$ cat config.mk
export PLATFORM = sky130hd
export DESIGN_NAME = fwd_hazard_unit
export DESIGN_NICKNAME = d
export VERILOG_FILES = /design/src/rtl/fwd_hazard_unit_pkg.sv /design/src/rtl/fwd_hazard_unit_match.sv /design/src/rtl/fwd_hazard_unit.sv
export SDC_FILE = /design/constraint.sdc
export NUM_CORES = 1
export LEC_CHECK = 0
export ABC_AREA = 1
export CAP_MARGIN = 40
export CORE_MARGIN = 2
export CORE_UTILIZATION = 41
export CTS_CLUSTER_DIAMETER = 120
export DETAILED_ROUTE_END_ITERATION = 8
export PLACE_DENSITY = 0.84
export SETUP_SLACK_MARGIN = 0.2
export SLEW_MARGIN = 10
export SYNTH_ARGS = -nofsm -noshare
export SYNTH_HDL_FRONTEND = slang
export SYNTH_SLANG_ARGS = --single-unit
$ cat constraint.sdc
create_clock -name clk -period 1.5 [get_ports clk]
set_input_delay 0.225 -clock clk [delete_from_list [all_inputs] [get_ports clk]]
set_output_delay 0.225 -clock clk [all_outputs]
set_load 0.01 [all_outputs]
$ cat src/rtl/fwd_hazard_unit_pkg.sv
// Shared types and constants for the forwarding / hazard unit.
// Slot structs mirror the EX/MEM and MEM/WB pipeline registers tracked by the unit.
package fwd_hazard_unit_pkg;

    localparam int XLEN = 32;
    localparam int RA_W = 5;

    typedef enum logic [1:0] {
        FWD_RF  = 2'b00,
        FWD_MEM = 2'b01,
        FWD_WB  = 2'b10
    } fwd_sel_t;

    typedef struct packed {
        logic            valid;
        logic [RA_W-1:0] rd;
        logic            regwrite;
        logic            is_load;
        logic [XLEN-1:0] result;
    } mem_slot_t;

    typedef struct packed {
        logic            valid;
        logic [RA_W-1:0] rd;
        logic            regwrite;
        logic [XLEN-1:0] data;
    } wb_slot_t;

    // x0 is hard-wired to zero, so a write to it never produces a forwardable value.
    function automatic logic rd_hit(input logic            valid,
                                    input logic            regwrite,
                                    input logic [RA_W-1:0] rd,
                                    input logic [RA_W-1:0] rs);
        return valid & regwrite & (rd != '0) & (rd == rs);
    endfunction

endpackage

$ cat src/rtl/fwd_hazard_unit_match.sv
// Per-operand comparator: picks register file, EX/MEM result or MEM/WB value.
// A load still in MEM has no data yet, so it is never a MEM-stage forwarding source.
module fwd_match
    import fwd_hazard_unit_pkg::*;
(
    input  logic            ex_valid_i,
    input  logic [RA_W-1:0] rs_i,
    input  logic            mem_valid_i,
    input  logic            mem_regwrite_i,
    input  logic            mem_is_load_i,
    input  logic [RA_W-1:0] mem_rd_i,
    input  logic            wb_valid_i,
    input  logic            wb_regwrite_i,
    input  logic [RA_W-1:0] wb_rd_i,
    output fwd_sel_t        sel_o
);

    logic hit_mem;
    logic hit_wb;

    assign hit_mem = rd_hit(mem_valid_i, mem_regwrite_i & ~mem_is_load_i, mem_rd_i, rs_i);
    assign hit_wb  = rd_hit(wb_valid_i, wb_regwrite_i, wb_rd_i, rs_i);

    always_comb begin
        sel_o = FWD_RF;
        if (ex_valid_i) begin
            if (hit_mem) begin
                sel_o = FWD_MEM;
            end else if (hit_wb) begin
                sel_o = FWD_WB;
            end
        end
    end

endmodule

$ cat src/rtl/fwd_hazard_unit.sv
// Forwarding and hazard unit: tracks the EX/MEM and MEM/WB slots, drives the ALU
// operand mux selects and data, and raises load-use and memory-wait stalls.
module fwd_hazard_unit
    import fwd_hazard_unit_pkg::*;
(
    input  logic            clk,
    input  logic            reset,
    input  logic [RA_W-1:0] id_rs1,
    input  logic [RA_W-1:0] id_rs2,
    input  logic            id_uses_rs1,
    input  logic            id_uses_rs2,
    input  logic            ex_valid,
    input  logic [RA_W-1:0] ex_rs1,
    input  logic [RA_W-1:0] ex_rs2,
    input  logic [RA_W-1:0] ex_rd,
    input  logic            ex_regwrite,
    input  logic            ex_is_load,
    input  logic [XLEN-1:0] ex_result,
    input  logic [XLEN-1:0] mem_rdata,
    input  logic            mem_ready,
    output logic [1:0]      fwd_sel_a,
    output logic [1:0]      fwd_sel_b,
    output logic [XLEN-1:0] fwd_mem_data,
    output logic [XLEN-1:0] fwd_wb_data,
    output logic            load_use_stall,
    output logic            mem_stall,
    output logic            wb_valid,
    output logic [RA_W-1:0] wb_rd,
    output logic [XLEN-1:0] wb_data
);

    mem_slot_t mem_q, mem_d;
    wb_slot_t  wb_q,  wb_d;
    fwd_sel_t  sel_a, sel_b;
    logic      ex_load_dst;

    assign mem_stall = mem_q.valid & mem_q.is_load & ~mem_ready;

    // During a memory wait MEM holds the load and WB drains as a bubble.
    always_comb begin
        mem_d = mem_q;
        wb_d  = wb_q;
        if (mem_stall) begin
            wb_d.valid = 1'b0;
        end else begin
            wb_d.valid    = mem_q.valid;
            wb_d.rd       = mem_q.rd;
            wb_d.regwrite = mem_q.regwrite;
            wb_d.data     = mem_q.is_load ? mem_rdata : mem_q.result;
            mem_d.valid    = ex_valid;
            mem_d.rd       = ex_rd;
            mem_d.regwrite = ex_regwrite;
            mem_d.is_load  = ex_is_load;
            mem_d.result   = ex_result;
        end
    end

    always_ff @(posedge clk) begin
        if (reset) begin
            mem_q <= '0;
            wb_q  <= '0;
        end else begin
            mem_q <= mem_d;
            wb_q  <= wb_d;
        end
    end

    fwd_match u_match_a (
        .ex_valid_i     (ex_valid),
        .rs_i           (ex_rs1),
        .mem_valid_i    (mem_q.valid),
        .mem_regwrite_i (mem_q.regwrite),
        .mem_is_load_i  (mem_q.is_load),
        .mem_rd_i       (mem_q.rd),
        .wb_valid_i     (wb_q.valid),
        .wb_regwrite_i  (wb_q.regwrite),
        .wb_rd_i        (wb_q.rd),
        .sel_o          (sel_a)
    );

    fwd_match u_match_b (
        .ex_valid_i     (ex_valid),
        .rs_i           (ex_rs2),
        .mem_valid_i    (mem_q.valid),
        .mem_regwrite_i (mem_q.regwrite),
        .mem_is_load_i  (mem_q.is_load),
        .mem_rd_i       (mem_q.rd),
        .wb_valid_i     (wb_q.valid),
        .wb_regwrite_i  (wb_q.regwrite),
        .wb_rd_i        (wb_q.rd),
        .sel_o          (sel_b)
    );

    assign fwd_sel_a = sel_a;
    assign fwd_sel_b = sel_b;

    assign ex_load_dst    = ex_valid & ex_is_load & ex_regwrite & (ex_rd != '0);
    assign load_use_stall = ex_load_dst &
                            ((id_uses_rs1 & (id_rs1 == ex_rd)) |
                             (id_uses_rs2 & (id_rs2 == ex_rd)));

    assign fwd_mem_data = mem_q.result;
    assign fwd_wb_data  = wb_q.data;
    assign wb_data      = wb_q.data;
    assign wb_rd        = wb_q.rd;
    assign wb_valid     = wb_q.valid & wb_q.regwrite & (wb_q.rd != '0);

endmodule

==> impl_results.html, run 1 <==
<table>
<tr><th>Metric</th><th>Value</th></tr>
<tr><th colspan="2">Status</th></tr>
<tr><td>Outcome</td><td>finished with violations</td></tr>
<tr><td>Violations in the final reports</td><td>negative setup slack</td></tr>
<tr><th colspan="2">Power and ir drop</th></tr>
<tr><td>P per Cell Area</td><td>700 nW/um2</td></tr>
<tr><td>Total power consumption of the routed design</td><td>5.49 mW</td></tr>
<tr><td>Maximum ir drop on the vdd rail</td><td>0.501 mV</td></tr>
<tr><td>Leakage</td><td>3.71 nW</td></tr>
<tr><th colspan="2">Setup path</th></tr>
<tr><td>Internal reg-to-reg setup slack</td><td>-60 ps</td></tr>
<tr><td>Critical path cell sequence</td><td>inv_1 &gt; nand4_1 &gt; nand2_2 &gt; nor2_1 &gt; nand2_1 &gt; nor2_1 &gt; buf_2</td></tr>
<tr><td>Worst Path Class, Setup</td><td>register to primary output</td></tr>
<tr><td>Cell type of the slowest stage on the worst timing path</td><td>dfxtp_2</td></tr>
<tr><td>Critical Path RT</td><td>1270 ps</td></tr>
<tr><td>Slowest stage delay, CP</td><td>330 ps</td></tr>
<tr><td>Capturing element type of the critical path</td><td>primary output</td></tr>
<tr><td>Maximum fanout encountered on the critical timing path</td><td>4</td></tr>
<tr><td>Critical Path AT</td><td>1460 ps</td></tr>
<tr><td>Register-to-Register Path Depth</td><td>10</td></tr>
<tr><td>Worst Setup Start Kind</td><td>register</td></tr>
<tr><td>Most frequent CP cell</td><td>nor2_1</td></tr>
<tr><th colspan="2">Synth</th></tr>
<tr><td>Synth top area share</td><td>38.1%</td></tr>
<tr><td>Post-synth EDFFs</td><td>0</td></tr>
<tr><td>Share of the synthesized netlist area taken by xor and xnor gates</td><td>0.845%</td></tr>
<tr><td>Proportion of synthesized area in mux cells</td><td>0%</td></tr>
<tr><td>Cell count after synthesis</td><td>614</td></tr>
<tr><td>Ranking of synthesized cells by area</td><td>dfxtp_1 38%, nand2_1 15%, buf_4 13%</td></tr>
<tr><td>Unique masters post-synth</td><td>18</td></tr>
<tr><td>Synth async-reset ratio</td><td>0%</td></tr>
<tr><td>Simple-gate share of the synthesized area</td><td>19.8%</td></tr>
<tr><td>Largest area contributor in the synthesized netlist</td><td>dfxtp_1</td></tr>
<tr><td>Count of synthesis-stage warnings from yosys</td><td>0</td></tr>
<tr><td>Mapped cell area</td><td>4150 um2</td></tr>
<tr><td>Number of storage elements in the synthesis netlist</td><td>79</td></tr>
<tr><td>Number of nets produced by synthesis</td><td>711</td></tr>
<tr><td>Average instance area after synthesis</td><td>6.76 um2</td></tr>
<tr><td>Dominant combinational cell family by area after synthesis</td><td>buffers and inverters</td></tr>
<tr><td>Adder-Cell Fraction of Synth Area</td><td>0%</td></tr>
<tr><td>Top_reg_cell synth</td><td>dfxtp_1</td></tr>
<tr><td>Compound-gate portion of the synthesized area</td><td>19.3%</td></tr>
<tr><td>Share of the yosys chip area belonging to registers</td><td>38.1%</td></tr>
<tr><th colspan="2">Clocking</th></tr>
<tr><td>Clk Latency, worst-skew pair</td><td>350 ps</td></tr>
<tr><td>Clock root cell</td><td>clkbuf_8</td></tr>
<tr><td>Clk buf depth</td><td>2</td></tr>
<tr><td>Clock slew at the register clock pins of the worst setup and hold paths</td><td>90 ps</td></tr>
<tr><td>Hold-fix buffer count after cts</td><td>0</td></tr>
<tr><td>TritonCTS clock tree</td><td>done</td></tr>
<tr><td>Number of buffers created by CTS</td><td>9</td></tr>
<tr><td>H-tree Lvls</td><td>3</td></tr>
<tr><td>Clock sink count</td><td>79</td></tr>
<tr><th colspan="2">STA</th></tr>
<tr><td>Number of pins with negative max-slew slack in the final report</td><td>0</td></tr>
<tr><td>Setup Skew</td><td>16.0 ps</td></tr>
<tr><td>Final Hold Violating Endpoints</td><td>0</td></tr>
<tr><td>Relative slew margins</td><td>62.9%</td></tr>
<tr><td>Worst slew pin tran</td><td>556 ps</td></tr>
<tr><td>Clock period minus worst slack</td><td>1690 ps</td></tr>
<tr><td>Post-route worst hold slack</td><td>195 ps</td></tr>
<tr><td>Worst setup margin</td><td>-190 ps</td></tr>
<tr><td>Final setup vio count</td><td>16</td></tr>
<tr><td>Peak clock frequency supported by timing</td><td>592 MHz</td></tr>
<tr><td>Setup repair after global routing missed its margin</td><td>true</td></tr>
<tr><td>Final critical-path share of the clock period</td><td>113%</td></tr>
<tr><th colspan="2">Drt</th></tr>
<tr><td>Count of antenna-violating nets left after detailed routing</td><td>0</td></tr>
<tr><td>Average detailed-routed wire length per instance</td><td>18.6 um</td></tr>
<tr><td>Vias per cell</td><td>5.23</td></tr>
<tr><td>Routed vias</td><td>4977</td></tr>
<tr><td>Initial DRC count</td><td>259</td></tr>
<tr><td>First-pass iteration count of the detailed router</td><td>4</td></tr>
<tr><td>Routed Wire Length</td><td>17700 um</td></tr>
<tr><td>Drc violations</td><td>0</td></tr>
<tr><th colspan="2">Layout</th></tr>
<tr><td>Antenna diode instance count</td><td>0</td></tr>
<tr><td>Number of nets in the final layout</td><td>911</td></tr>
<tr><td>Total of fill cells in the finished design</td><td>624</td></tr>
<tr><td>Non-Filler Instances</td><td>951</td></tr>
<tr><td>Post-Layout Inst Area</td><td>7840 um2</td></tr>
<tr><td>Layout cell share with drive strength beyond 1</td><td>39.7%</td></tr>
<tr><td>Synthesis-to-layout area growth</td><td>89.0%</td></tr>
<tr><th colspan="2">Placed design</th></tr>
<tr><td>Cell count after placement</td><td>891</td></tr>
<tr><td>Worst slack at placement</td><td>-672 ps</td></tr>
<tr><td>Global placer's final weighted congestion</td><td>0.898</td></tr>
<tr><td>Count of port buffers added during placement</td><td>204</td></tr>
<tr><td>Placed cell areas</td><td>6030 um2</td></tr>
<tr><td>Detailed Place HPWL</td><td>9370 um</td></tr>
<tr><th colspan="2">Floorplanning</th></tr>
<tr><td>Chip Height</td><td>105 um</td></tr>
<tr><td>Initial core utilization</td><td>42.2%</td></tr>
<tr><td>Boundary pin count</td><td>205</td></tr>
<tr><td>Cell row count</td><td>36</td></tr>
<tr><td>Die Width</td><td>105 um</td></tr>
<tr><td>Placeable Area</td><td>9820 um2</td></tr>
<tr><td>Die Footprint</td><td>10900 um2</td></tr>
<tr><th colspan="2">Global routing</th></tr>
<tr><td>Total gr overflow</td><td>0</td></tr>
<tr><td>Largest net degree at the start of global routing</td><td>65</td></tr>
<tr><td>Initial antenna violation count</td><td>0</td></tr>
<tr><td>Total GRT Usage</td><td>27.2%</td></tr>
<tr><td>Vias in the first global route</td><td>4938</td></tr>
<tr><td>Wire length of the first global-routing pass</td><td>24000 um</td></tr>
<tr><th colspan="2">Flow run</th></tr>
<tr><td>Number of max-capacitance violations reported</td><td>0</td></tr>
<tr><th colspan="2">Hold path</th></tr>
<tr><td>Worst hold path depth</td><td>3</td></tr>
<tr><td>Type of the tightest min-delay check</td><td>primary input to register</td></tr>
</table>
==> worst max-delay path: cells and delay by family (launching register included) <==
kind                   cells  cell delay, ps
DFF                        1             330
and+or+nand+nor            5             550
buffers and inverters      2             230
==> cell usage after synthesis, types with 2 or more instances <==
cell type  count
xnor2_1        4
o211ai_1       2
clkbuf_1      10
o21ai_0       75
o21ai_1        2
dfxtp_1       79
a21oi_1       80
nand4_1        5
nand3_1        5
buf_4         74
buf_2         11
nand2_1      165
nor3_1         4
nor2_1        26
inv_1         69
==> per-layer routing <==
layer,wire (um),track usage (%)
met2,9160,49.4
met5,0,0
met4,533,10.0
met3,1230,5.30
met1,6800,31.5
==> flip-flops by register name, indices dropped and copies added (netlist names) <==
| signal | count |
|---|---|
| wb_q | 2 |
| wb_rd | 5 |
| fwd_wb_data | 32 |
| mem_q | 8 |
| fwd_mem_data | 32 |
==> report_power, final <==
group,switching (mW),leakage (nW),total (mW),internal [mW]
Clock,0.794,0.0985,1.65,0.851
Sequential,0.114,0.660,2.34,2.23
Combinational,0.749,2.95,1.51,0.756
==> repair_timing <==
action | CTS | global route
setup endpoints to repair | 176 | 89
resized for setup | 418 | 164
buffers inserted | 20 | 5
pin swaps | 89 | 49
cloned | 16 | 4
==> cell usage in the layout, fill, tap and decap left out, drive strengths merged <==
master	netlist	routed
nand2	166	166
clkdlybuf4s50	0	68
bufinv	0	1
nor2	27	27
dlygate4sd2	0	104
dlymetal6s2s	0	5
inv	70	70
nand3	5	5
dfxtp	79	79
nand4	5	5
clkdlybuf4s15	0	3
xnor2	4	4
buf	85	92
o211ai	2	2
clkinv	0	1
o21ai	77	77
clkbuf	10	24
nor3	4	4
clkinvlp	0	1
a21oi	80	80
==> kinds of logic after synthesis <==
kind of cell           Yosys count
AND/OR/NAND/NOR                207
XOR/XNOR                         4
AO/OA/AOI/OAI                  159
flip-flops                      79
buffers and inverters          165
==> per-stage QoR <==
stage | utilization [%] | TNS [ps]
2_1_floorplan | - | 0
3_3_place_gp | 61.5 | -10700
3_5_place_dp | 61.5 | -10850
4_1_cts | 73.6 | -557
5_1_grt | 79.8 | -1830
6_report | 79.8 | -852
==> cell type report <==
class	instances	area [um2]	area share, %
Sequential cell	79	1610	20.5
Clock buffer	12	155	1.98
Tap cell	133	166	2.12
Inverter	70	284	3.62
Timing Repair Buffer	284	3080	39.3
Multi-Input combinational cell	370	2500	31.9
Clock inverter	3	42.5	0.543
==> worst paths after layout <==
check / from / endpoint
setup / recovery: wb_rd[2]$_SDFFE_PP0N_ / fwd_sel_b[1]
setup reg to reg: mem_q[32]$_SDFFE_PP0N_ / fwd_mem_data[13]$_SDFFE_PP0N_
hold reg to reg: fwd_mem_data[5]$_SDFFE_PP0N_ / fwd_mem_data[5]$_SDFFE_PP0N_
hold / removal: ex_rd[1] / mem_q[35]$_SDFFE_PP0N_
No activity file was read; power rests on OpenSTA's default activity.
==> run 2: changes to the inputs <==
--- a/config.mk
+++ b/config.mk
@@ -7,11 +7,14 @@
 export LEC_CHECK = 0
 export ABC_AREA = 1
 export CAP_MARGIN = 40
+export CELL_PAD_IN_SITES_DETAIL_PLACEMENT = 1
+export CELL_PAD_IN_SITES_GLOBAL_PLACEMENT = 1
 export CORE_MARGIN = 2
-export CORE_UTILIZATION = 41
+export CORE_UTILIZATION = 27
 export CTS_CLUSTER_DIAMETER = 120
 export DETAILED_ROUTE_END_ITERATION = 8
-export PLACE_DENSITY = 0.84
+export PLACE_DENSITY = 0.83
+export REMOVE_ABC_BUFFERS = 1
 export SETUP_SLACK_MARGIN = 0.2
 export SLEW_MARGIN = 10
 export SYNTH_ARGS = -nofsm -noshare
==> run 2 against run 1 <==
  * The run still ends with negative setup slack left
  * First-iteration DRC count shrank 39%
  * Setup slack improved by 16 ps
  * Routed wire length up 5.1%
  * Count of clock-buffer cells in the layout is 3 lower
  * Combinational power barely moved
  * Core utilization decreased by 26 points
  * Via count fell by 3.4%
  * Clock power increased by 45%
  * Fmax up 0.97%
==> impl_results.html, run 2 (synthesized netlist as in run 1, its figures left out) <==
<table>
<tr><th>Metric</th><th>Value</th></tr>
<tr><th colspan="2">Clocking</th></tr>
<tr><td>TritonCTS clock tree</td><td>done</td></tr>
<tr><td>Clk buf depth</td><td>2</td></tr>
<tr><td>Hold-fix buffer count after cts</td><td>0</td></tr>
<tr><td>Clock slew at the register clock pins of the worst setup and hold paths</td><td>60 ps</td></tr>
<tr><td>Clock sink count</td><td>79</td></tr>
<tr><td>Clk Latency, worst-skew pair</td><td>340 ps</td></tr>
<tr><td>H-tree Lvls</td><td>3</td></tr>
<tr><td>Number of buffers created by CTS</td><td>9</td></tr>
<tr><td>Clock root cell</td><td>clkbuf_16</td></tr>
<tr><th colspan="2">Drt</th></tr>
<tr><td>Initial DRC count</td><td>158</td></tr>
<tr><td>Drc violations</td><td>0</td></tr>
<tr><td>Vias per cell</td><td>4.75</td></tr>
<tr><td>Average detailed-routed wire length per instance</td><td>18.4 um</td></tr>
<tr><td>Routed vias</td><td>4810</td></tr>
<tr><td>Routed Wire Length</td><td>18600 um</td></tr>
<tr><td>Count of antenna-violating nets left after detailed routing</td><td>0</td></tr>
<tr><td>First-pass iteration count of the detailed router</td><td>5</td></tr>
<tr><th colspan="2">Layout</th></tr>
<tr><td>Total of fill cells in the finished design</td><td>1759</td></tr>
<tr><td>Number of nets in the final layout</td><td>917</td></tr>
<tr><td>Synthesis-to-layout area growth</td><td>95.7%</td></tr>
<tr><td>Area of the multi-input gates</td><td>2590 um2</td></tr>
<tr><td>Most frequent cells in the layout</td><td>105 x dlygate4sd2_1, 93 x nand2_1, 68 x clkdlybuf4s50_1</td></tr>
<tr><td>Leading cell type in the layout, fill and taps excluded</td><td>dlygate4sd2_1</td></tr>
<tr><td>Layout cell share with drive strength beyond 1</td><td>43.0%</td></tr>
<tr><td>Total area of sequential cells</td><td>1620 um2</td></tr>
<tr><td>Antenna diode instance count</td><td>0</td></tr>
<tr><th colspan="2">STA</th></tr>
<tr><td>Post-route worst hold slack</td><td>193 ps</td></tr>
<tr><td>Peak clock frequency supported by timing</td><td>598 MHz</td></tr>
<tr><td>Relative slew margins</td><td>72.3%</td></tr>
<tr><td>Worst slew pin tran</td><td>411 ps</td></tr>
<tr><td>Setup repair after global routing missed its margin</td><td>true</td></tr>
<tr><td>Worst setup margin</td><td>-174 ps</td></tr>
<tr><td>Clock period minus worst slack</td><td>1670 ps</td></tr>
<tr><td>Final Hold Violating Endpoints</td><td>0</td></tr>
<tr><td>Final critical-path share of the clock period</td><td>112%</td></tr>
<tr><td>Number of pins with negative max-slew slack in the final report</td><td>0</td></tr>
<tr><td>Setup Skew</td><td>6.77 ps</td></tr>
<tr><td>Final setup vio count</td><td>5</td></tr>
<tr><td>Sum of negative setup slack</td><td>-519 ps</td></tr>
<tr><th colspan="2">Power and ir drop</th></tr>
<tr><td>P per Cell Area</td><td>766 nW/um2</td></tr>
<tr><td>Maximum ir drop on the vdd rail</td><td>0.697 mV</td></tr>
<tr><td>Clock power share</td><td>38.4%</td></tr>
<tr><td>Proportion of power drawn by flip-flops and latches</td><td>37.8%</td></tr>
<tr><td>Power Internal</td><td>4.44 mW</td></tr>
<tr><td>Power spent charging and discharging nets</td><td>1.78 mW</td></tr>
<tr><td>Leakage</td><td>3.93 nW</td></tr>
<tr><td>Fraction of power consumed by combinational cells</td><td>23.8%</td></tr>
<tr><td>Switch share</td><td>28.7%</td></tr>
<tr><th colspan="2">Placed design</th></tr>
<tr><td>Count of port buffers added during placement</td><td>204</td></tr>
<tr><td>Global placer's final weighted congestion</td><td>0.819</td></tr>
<tr><td>Detailed Place HPWL</td><td>10800 um</td></tr>
<tr><th colspan="2">Hold path</th></tr>
<tr><td>Worst hold path depth</td><td>3</td></tr>
<tr><td>Startpoint of the lowest-slack hold path</td><td>ex_rd[0]</td></tr>
<tr><td>Type of the tightest min-delay check</td><td>primary input to register</td></tr>
<tr><td>Worst min-delay path endpoint</td><td>mem_q[34]$_SDFFE_PP0N_</td></tr>
<tr><th colspan="2">Setup path</th></tr>
<tr><td>Worst Path Class, Setup</td><td>primary input to primary output</td></tr>
<tr><td>Critical Path RT</td><td>1270 ps</td></tr>
<tr><td>Capturing element type of the critical path</td><td>primary output</td></tr>
<tr><td>Worst Setup Start Kind</td><td>primary input</td></tr>
<tr><td>Critical Path AT</td><td>1450 ps</td></tr>
<tr><td>Maximum fanout encountered on the critical timing path</td><td>2</td></tr>
<tr><td>Internal reg-to-reg setup slack</td><td>0 ps</td></tr>
<tr><td>Worst reg2reg endpoint</td><td>fwd_mem_data[10]$_SDFFE_PP0N_</td></tr>
<tr><td>Worst reg2reg path startpoint</td><td>mem_q[39]$_SDFFE_PP0N_</td></tr>
<tr><td>Register-to-Register Path Depth</td><td>9</td></tr>
<tr><th colspan="2">Global routing</th></tr>
<tr><td>Initial antenna violation count</td><td>0</td></tr>
<tr><td>Total gr overflow</td><td>0</td></tr>
<tr><td>Vias in the first global route</td><td>5004</td></tr>
<tr><td>Wire length of the first global-routing pass</td><td>26600 um</td></tr>
<tr><td>Largest net degree at the start of global routing</td><td>47</td></tr>
<tr><td>Total GRT Usage</td><td>21.1%</td></tr>
<tr><th colspan="2">Floorplanning</th></tr>
<tr><td>Initial core utilization</td><td>27.5%</td></tr>
<tr><td>Chip Height</td><td>128 um</td></tr>
<tr><td>Cell row count</td><td>45</td></tr>
<tr><td>Die Width</td><td>128 um</td></tr>
<tr><td>Boundary pin count</td><td>205</td></tr>
<tr><td>Die Footprint</td><td>16400 um2</td></tr>
<tr><td>Placeable Area</td><td>15100 um2</td></tr>
<tr><th colspan="2">Flow run</th></tr>
<tr><td>Number of max-capacitance violations reported</td><td>0</td></tr>
<tr><th colspan="2">Status</th></tr>
<tr><td>Violations in the final reports</td><td>negative setup slack</td></tr>
<tr><td>Outcome</td><td>finished with violations</td></tr>
</table>
[run 2: cell types whose count changed in the layout (fill, tap and decap cells not counted), sizes merged]
cell,delta
clkbuf,-5
dlygate4sd2,+1
clkdlybuf4s15,+3
bufinv,+1
clkinv,+4
buf,+6
dlymetal6s2s,-2
clkinvlp,-1
[run 2: area by class of cell]
type                            instances  share of cell area [%]
Multi-Input combinational cell        370                    32.0
Inverter                               70                    3.62
Clock buffer                            9                    2.77
Sequential cell                        79                    19.9
Tap cell                              188                    2.90
Clock inverter                          7                    1.19
Timing Repair Buffer                  290                    37.6
[run 2: worst max path at each step]
stage / start / to / depth (start not counted)
global placement: ex_rs2[3] / fwd_sel_b[0] / 8
finish: ex_rs2[4] / fwd_sel_b[1] / 7
CTS: mem_q[35]$_SDFFE_PP0N_ / fwd_sel_b[1] / 8
detailed placement: ex_rs2[2] / fwd_sel_b[0] / 8
floorplan: mem_q[32]$_SDFFE_PP0N_ / mem_q[33]$_SDFFE_PP0N_ / 5
global route: mem_q[35]$_SDFFE_PP0N_ / fwd_sel_b[1] / 8
[run 2: layer usage]
metal	routed length, um	vias up	global-route usage (%)
li1	-	2301	-
met1	7200	2312	24.2
met2	9910	164	38.3
met3	984	33	5.09
met4	540	0	7.24
met5	0	-	0
[run 2: through the flow]
step                      util (%)  setup slack, ps  instances  power [mW]  cell area [um2]
after floorplan                  -            -1480        519        2.76             3500
after global placement        40.9             -608        957        3.55             6170
after detailed placement      40.9             -654        957        3.58             6170
after CTS                     50.4             -147       1004        6.10             7600
after global routing          53.8             -241       1013        6.50             8120
final                         53.8             -174       1013        6.22             8120
[run 2: timing repair]
item	CTS	global route
endpoints found under the setup margin	173	101
resized for setup	462	142
pin swaps	65	31
gates cloned	14	3
buffers inserted	17	6
[run 2: power by group through the flow]
stage | Clock (mW) | Combinational, mW | Sequential [mW]
after detailed placement | 0 | 1.21 | 2.37
final | 2.39 | 1.48 | 2.35
after CTS | 2.43 | 1.33 | 2.33
after floorplan | 0 | 0.305 | 2.45
after global placement | 0 | 1.18 | 2.36
after global routing | 2.53 | 1.60 | 2.37
[run 2: worst max-delay path, cell delays in order]
cell	delay (ps)
clkdlybuf4s50_1	570
xnor2_1	150
nand2_1	80
nor2_1	110
nand2_1	80
nor2_2	100
buf_2	130
==> run 3: changes to the inputs <==
--- a/config.mk
+++ b/config.mk
@@ -13,7 +13,7 @@
 export CORE_UTILIZATION = 27
 export CTS_CLUSTER_DIAMETER = 120
 export DETAILED_ROUTE_END_ITERATION = 8
-export PLACE_DENSITY = 0.83
+export PLACE_DENSITY = 0.82
 export REMOVE_ABC_BUFFERS = 1
 export SETUP_SLACK_MARGIN = 0.2
 export SLEW_MARGIN = 10
==> constraint.sdc (replaced) <==
create_clock -name clk -period 1.5 [get_ports clk]
set_input_delay 0.225 -clock clk [delete_from_list [all_inputs] [get_ports clk]]
set_output_delay 0.225 -clock clk [all_outputs]
set_load 0.005 [all_outputs]
==> run 3 against run 2 <==
  * The run still ends with negative setup slack left
  * Die area unchanged
  * First-iteration DRC count is 1.9% higher
  * Setup slack improved by 37 ps
  * Combinational power about the same
  * Global-route usage increased by 0.36 points
  * Core utilization up 0.78 points
  * Largest power group unchanged
  * Non-clock buffer count up 5
  * Register-to-register slack improved by 20 ps
  * Worst hold slack improved by 28 ps
  * Fmax is 2.3% higher
  * Cell count up 0.39%
  * Flip-flop and latch count did not move
==> impl_results.html, run 3 (synthesized netlist as in run 1, its figures left out) <==
<table>
<tr><th>Metric</th><th>Value</th></tr>
<tr><th colspan="2">Drt</th></tr>
<tr><td>Detail Route met2 WL</td><td>10300 um</td></tr>
<tr><td>Met3 WL</td><td>1100 um</td></tr>
<tr><td>Vias per cell</td><td>4.78</td></tr>
<tr><td>Top layer reached by signal wires</td><td>met4</td></tr>
<tr><td>Count of antenna-violating nets left after detailed routing</td><td>0</td></tr>
<tr><td>Routed vias</td><td>4858</td></tr>
<tr><td>Initial DRC count</td><td>161</td></tr>
<tr><td>Average detailed-routed wire length per instance</td><td>19.1 um</td></tr>
<tr><td>Routed Wire Length</td><td>19400 um</td></tr>
<tr><td>First-pass iteration count of the detailed router</td><td>4</td></tr>
<tr><td>Drc violations</td><td>0</td></tr>
<tr><td>Routed metal-1 wire length</td><td>7660 um</td></tr>
<tr><th colspan="2">STA</th></tr>
<tr><td>Worst setup margin</td><td>-137 ps</td></tr>
<tr><td>Worst slew pin tran</td><td>412 ps</td></tr>
<tr><td>Setup Skew</td><td>9.65 ps</td></tr>
<tr><td>Setup repair after global routing missed its margin</td><td>true</td></tr>
<tr><td>Final Hold Violating Endpoints</td><td>0</td></tr>
<tr><td>Final setup vio count</td><td>4</td></tr>
<tr><td>Number of pins with negative max-slew slack in the final report</td><td>0</td></tr>
<tr><td>Relative slew margins</td><td>72.2%</td></tr>
<tr><td>Peak clock frequency supported by timing</td><td>611 MHz</td></tr>
<tr><td>Final critical-path share of the clock period</td><td>109%</td></tr>
<tr><td>Clock period minus worst slack</td><td>1640 ps</td></tr>
<tr><th colspan="2">Hold path</th></tr>
<tr><td>Type of the tightest min-delay check</td><td>primary input to register</td></tr>
<tr><td>Worst hold path depth</td><td>3</td></tr>
<tr><td>Startpoint of the lowest-slack hold path</td><td>ex_rd[0]</td></tr>
<tr><td>Worst min-delay path endpoint</td><td>mem_q[34]$_SDFFE_PP0N_</td></tr>
<tr><th colspan="2">Floorplanning</th></tr>
<tr><td>Boundary pin count</td><td>205</td></tr>
<tr><td>Cell row count</td><td>45</td></tr>
<tr><td>Die Width</td><td>128 um</td></tr>
<tr><td>Placeable Area</td><td>15100 um2</td></tr>
<tr><td>Initial core utilization</td><td>27.5%</td></tr>
<tr><td>Die Footprint</td><td>16400 um2</td></tr>
<tr><td>Chip Height</td><td>128 um</td></tr>
<tr><th colspan="2">Flow run</th></tr>
<tr><td>Number of max-capacitance violations reported</td><td>0</td></tr>
<tr><th colspan="2">Setup path</th></tr>
<tr><td>Maximum fanout encountered on the critical timing path</td><td>4</td></tr>
<tr><td>Worst Path Class, Setup</td><td>register to primary output</td></tr>
<tr><td>Critical Path RT</td><td>1270 ps</td></tr>
<tr><td>Critical Path AT</td><td>1410 ps</td></tr>
<tr><td>Cell type of the slowest stage on the worst timing path</td><td>dfxtp_4</td></tr>
<tr><td>Kind of cell adding the most delay to the critical path</td><td>flip-flops</td></tr>
<tr><td>Capturing element type of the critical path</td><td>primary output</td></tr>
<tr><td>Worst reg2reg endpoint</td><td>fwd_wb_data[11]$_SDFFE_PP0N_</td></tr>
<tr><td>Worst reg2reg path startpoint</td><td>mem_q[32]$_SDFFE_PP0N_</td></tr>
<tr><td>Internal reg-to-reg setup slack</td><td>20 ps</td></tr>
<tr><td>Critical path cell sequence</td><td>buf_6 &gt; xnor2_2 &gt; nand2_1 &gt; nor2_1 &gt; nand2_1 &gt; nor2_1 &gt; buf_2</td></tr>
<tr><td>Worst Setup Start Kind</td><td>register</td></tr>
<tr><td>Register-to-Register Path Depth</td><td>9</td></tr>
<tr><td>Combined buffer and inverter count along the critical path</td><td>2</td></tr>
<tr><td>Slowest stage delay, CP</td><td>360 ps</td></tr>
<tr><th colspan="2">Layout</th></tr>
<tr><td>Antenna diode instance count</td><td>0</td></tr>
<tr><td>Synthesis-to-layout area growth</td><td>98.5%</td></tr>
<tr><td>Most frequent cells in the layout</td><td>101 x nand2_1, 98 x dlygate4sd2_1, 68 x clkdlybuf4s50_1</td></tr>
<tr><td>Area of the multi-input gates</td><td>2640 um2</td></tr>
<tr><td>Total of fill cells in the finished design</td><td>1730</td></tr>
<tr><td>Total area of sequential cells</td><td>1640 um2</td></tr>
<tr><td>Post-Layout Inst Area</td><td>8230 um2</td></tr>
<tr><td>Layout cell share with drive strength beyond 1</td><td>44.6%</td></tr>
<tr><td>Leading cell type in the layout, fill and taps excluded</td><td>nand2_1</td></tr>
<tr><td>Number of nets in the final layout</td><td>922</td></tr>
<tr><th colspan="2">Clocking</th></tr>
<tr><td>Clock sink count</td><td>79</td></tr>
<tr><td>TritonCTS clock tree</td><td>done</td></tr>
<tr><td>Clock slew at the register clock pins of the worst setup and hold paths</td><td>60 ps</td></tr>
<tr><td>Clk buf depth</td><td>2</td></tr>
<tr><td>Clk Latency, worst-skew pair</td><td>340 ps</td></tr>
<tr><td>Clock root cell</td><td>clkbuf_16</td></tr>
<tr><td>H-tree Lvls</td><td>3</td></tr>
<tr><td>Number of buffers created by CTS</td><td>9</td></tr>
<tr><th colspan="2">Global routing</th></tr>
<tr><td>Largest net degree at the start of global routing</td><td>36</td></tr>
<tr><td>Vias in the first global route</td><td>4991</td></tr>
<tr><td>Initial antenna violation count</td><td>0</td></tr>
<tr><td>Wire length of the first global-routing pass</td><td>27100 um</td></tr>
<tr><td>Total gr overflow</td><td>0</td></tr>
<tr><td>Total GRT Usage</td><td>21.5%</td></tr>
<tr><th colspan="2">Power and ir drop</th></tr>
<tr><td>Power Internal</td><td>4.73 mW</td></tr>
<tr><td>Power spent charging and discharging nets</td><td>1.73 mW</td></tr>
<tr><td>P per Cell Area</td><td>784 nW/um2</td></tr>
<tr><td>Fraction of power consumed by combinational cells</td><td>22.8%</td></tr>
<tr><td>Proportion of power drawn by flip-flops and latches</td><td>36.5%</td></tr>
<tr><td>Clock power share</td><td>40.7%</td></tr>
<tr><td>Leakage</td><td>4.00 nW</td></tr>
<tr><td>Switch share</td><td>26.8%</td></tr>
<tr><td>Maximum ir drop on the vdd rail</td><td>0.662 mV</td></tr>
<tr><th colspan="2">Placed design</th></tr>
<tr><td>Placed cell areas</td><td>6180 um2</td></tr>
<tr><td>Global placer's final weighted congestion</td><td>0.859</td></tr>
<tr><td>Worst slack at placement</td><td>-591 ps</td></tr>
<tr><td>Detailed Place HPWL</td><td>10500 um</td></tr>
<tr><td>Count of port buffers added during placement</td><td>204</td></tr>
<tr><th colspan="2">Status</th></tr>
<tr><td>Outcome</td><td>finished with violations</td></tr>
<tr><td>Violations in the final reports</td><td>negative setup slack</td></tr>
</table>
-- run 3: cell type report --
cell class	instances	share of cell area, %
Timing Repair Buffer	295	37.6
Multi-Input combinational cell	370	32.1
Sequential cell	79	19.9
Inverter	70	3.34
Clock buffer	12	3.12
Tap cell	188	2.86
Clock inverter	3	1.09
-- run 3: how the worst max path moves through the flow --
stage	depth (start not counted)	slack, ps	endpoint	startpoint
finish	7	-140	fwd_sel_a[1]	wb_rd[4]$_SDFFE_PP0N_
global placement	8	-540	fwd_sel_a[0]	ex_rs1[0]
global route	7	-250	fwd_sel_a[1]	mem_q[34]$_SDFFE_PP0N_
detailed placement	8	-590	fwd_sel_b[0]	ex_rs2[0]
floorplan	5	-1470	mem_q[33]$_SDFFE_PP0N_	mem_q[32]$_SDFFE_PP0N_
CTS	7	-170	fwd_sel_b[0]	mem_q[35]$_SDFFE_PP0N_
-- run 3: power groups by stage --
stage          logic [mW]  registers (mW)  clock network (mW)
6_report             1.47            2.35                2.63
5_1_grt              1.59            2.37                2.76
4_1_cts              1.26            2.34                2.65
3_5_place_dp         1.15            2.37                   0
3_3_place_gp         1.12            2.36                   0
2_1_floorplan       0.305            2.39                   0
-- run 3: timing repair --
action                                  4_1_cts  5_1_grt
endpoints found under the setup margin      160       92
gates resized for setup                     425      187
buffers inserted                             26        4
endpoints found under the hold margin         0        0
pin swaps                                    82       76
hold buffers                                  0        0
gates cloned                                 11        6
-- run 3: metrics by stage --
stage          utilization [%]  instances  total power [mW]  TNS [ps]  hold WS (ps)
6_report                  54.6       1017              6.46      -473           221
3_5_place_dp              41.0        955              3.52     -5920           457
4_1_cts                   49.6       1007              6.24      -575           318
3_3_place_gp              41.0        955              3.49     -4850           451
5_1_grt                   54.6       1017              6.71      -870           236
2_1_floorplan                -        519              2.69    -96450           294
-- run 3: worst reg2reg max path: stages, from the launching register on --
cell	delay [ps]
dfxtp_4	370
buf_6	110
nand2_4	60
nor2_8	160
buf_8	150
buf_12	110
buf_12	110
buf_16	140
nand2_4	60
a21oi_2	150
-- run 3: layer usage --
layer,up-vias,track usage [%]
met2,182,39.4
met4,0,6.46
met5,-,0
met1,2342,24.5
li1,2305,-
met3,29,5.22
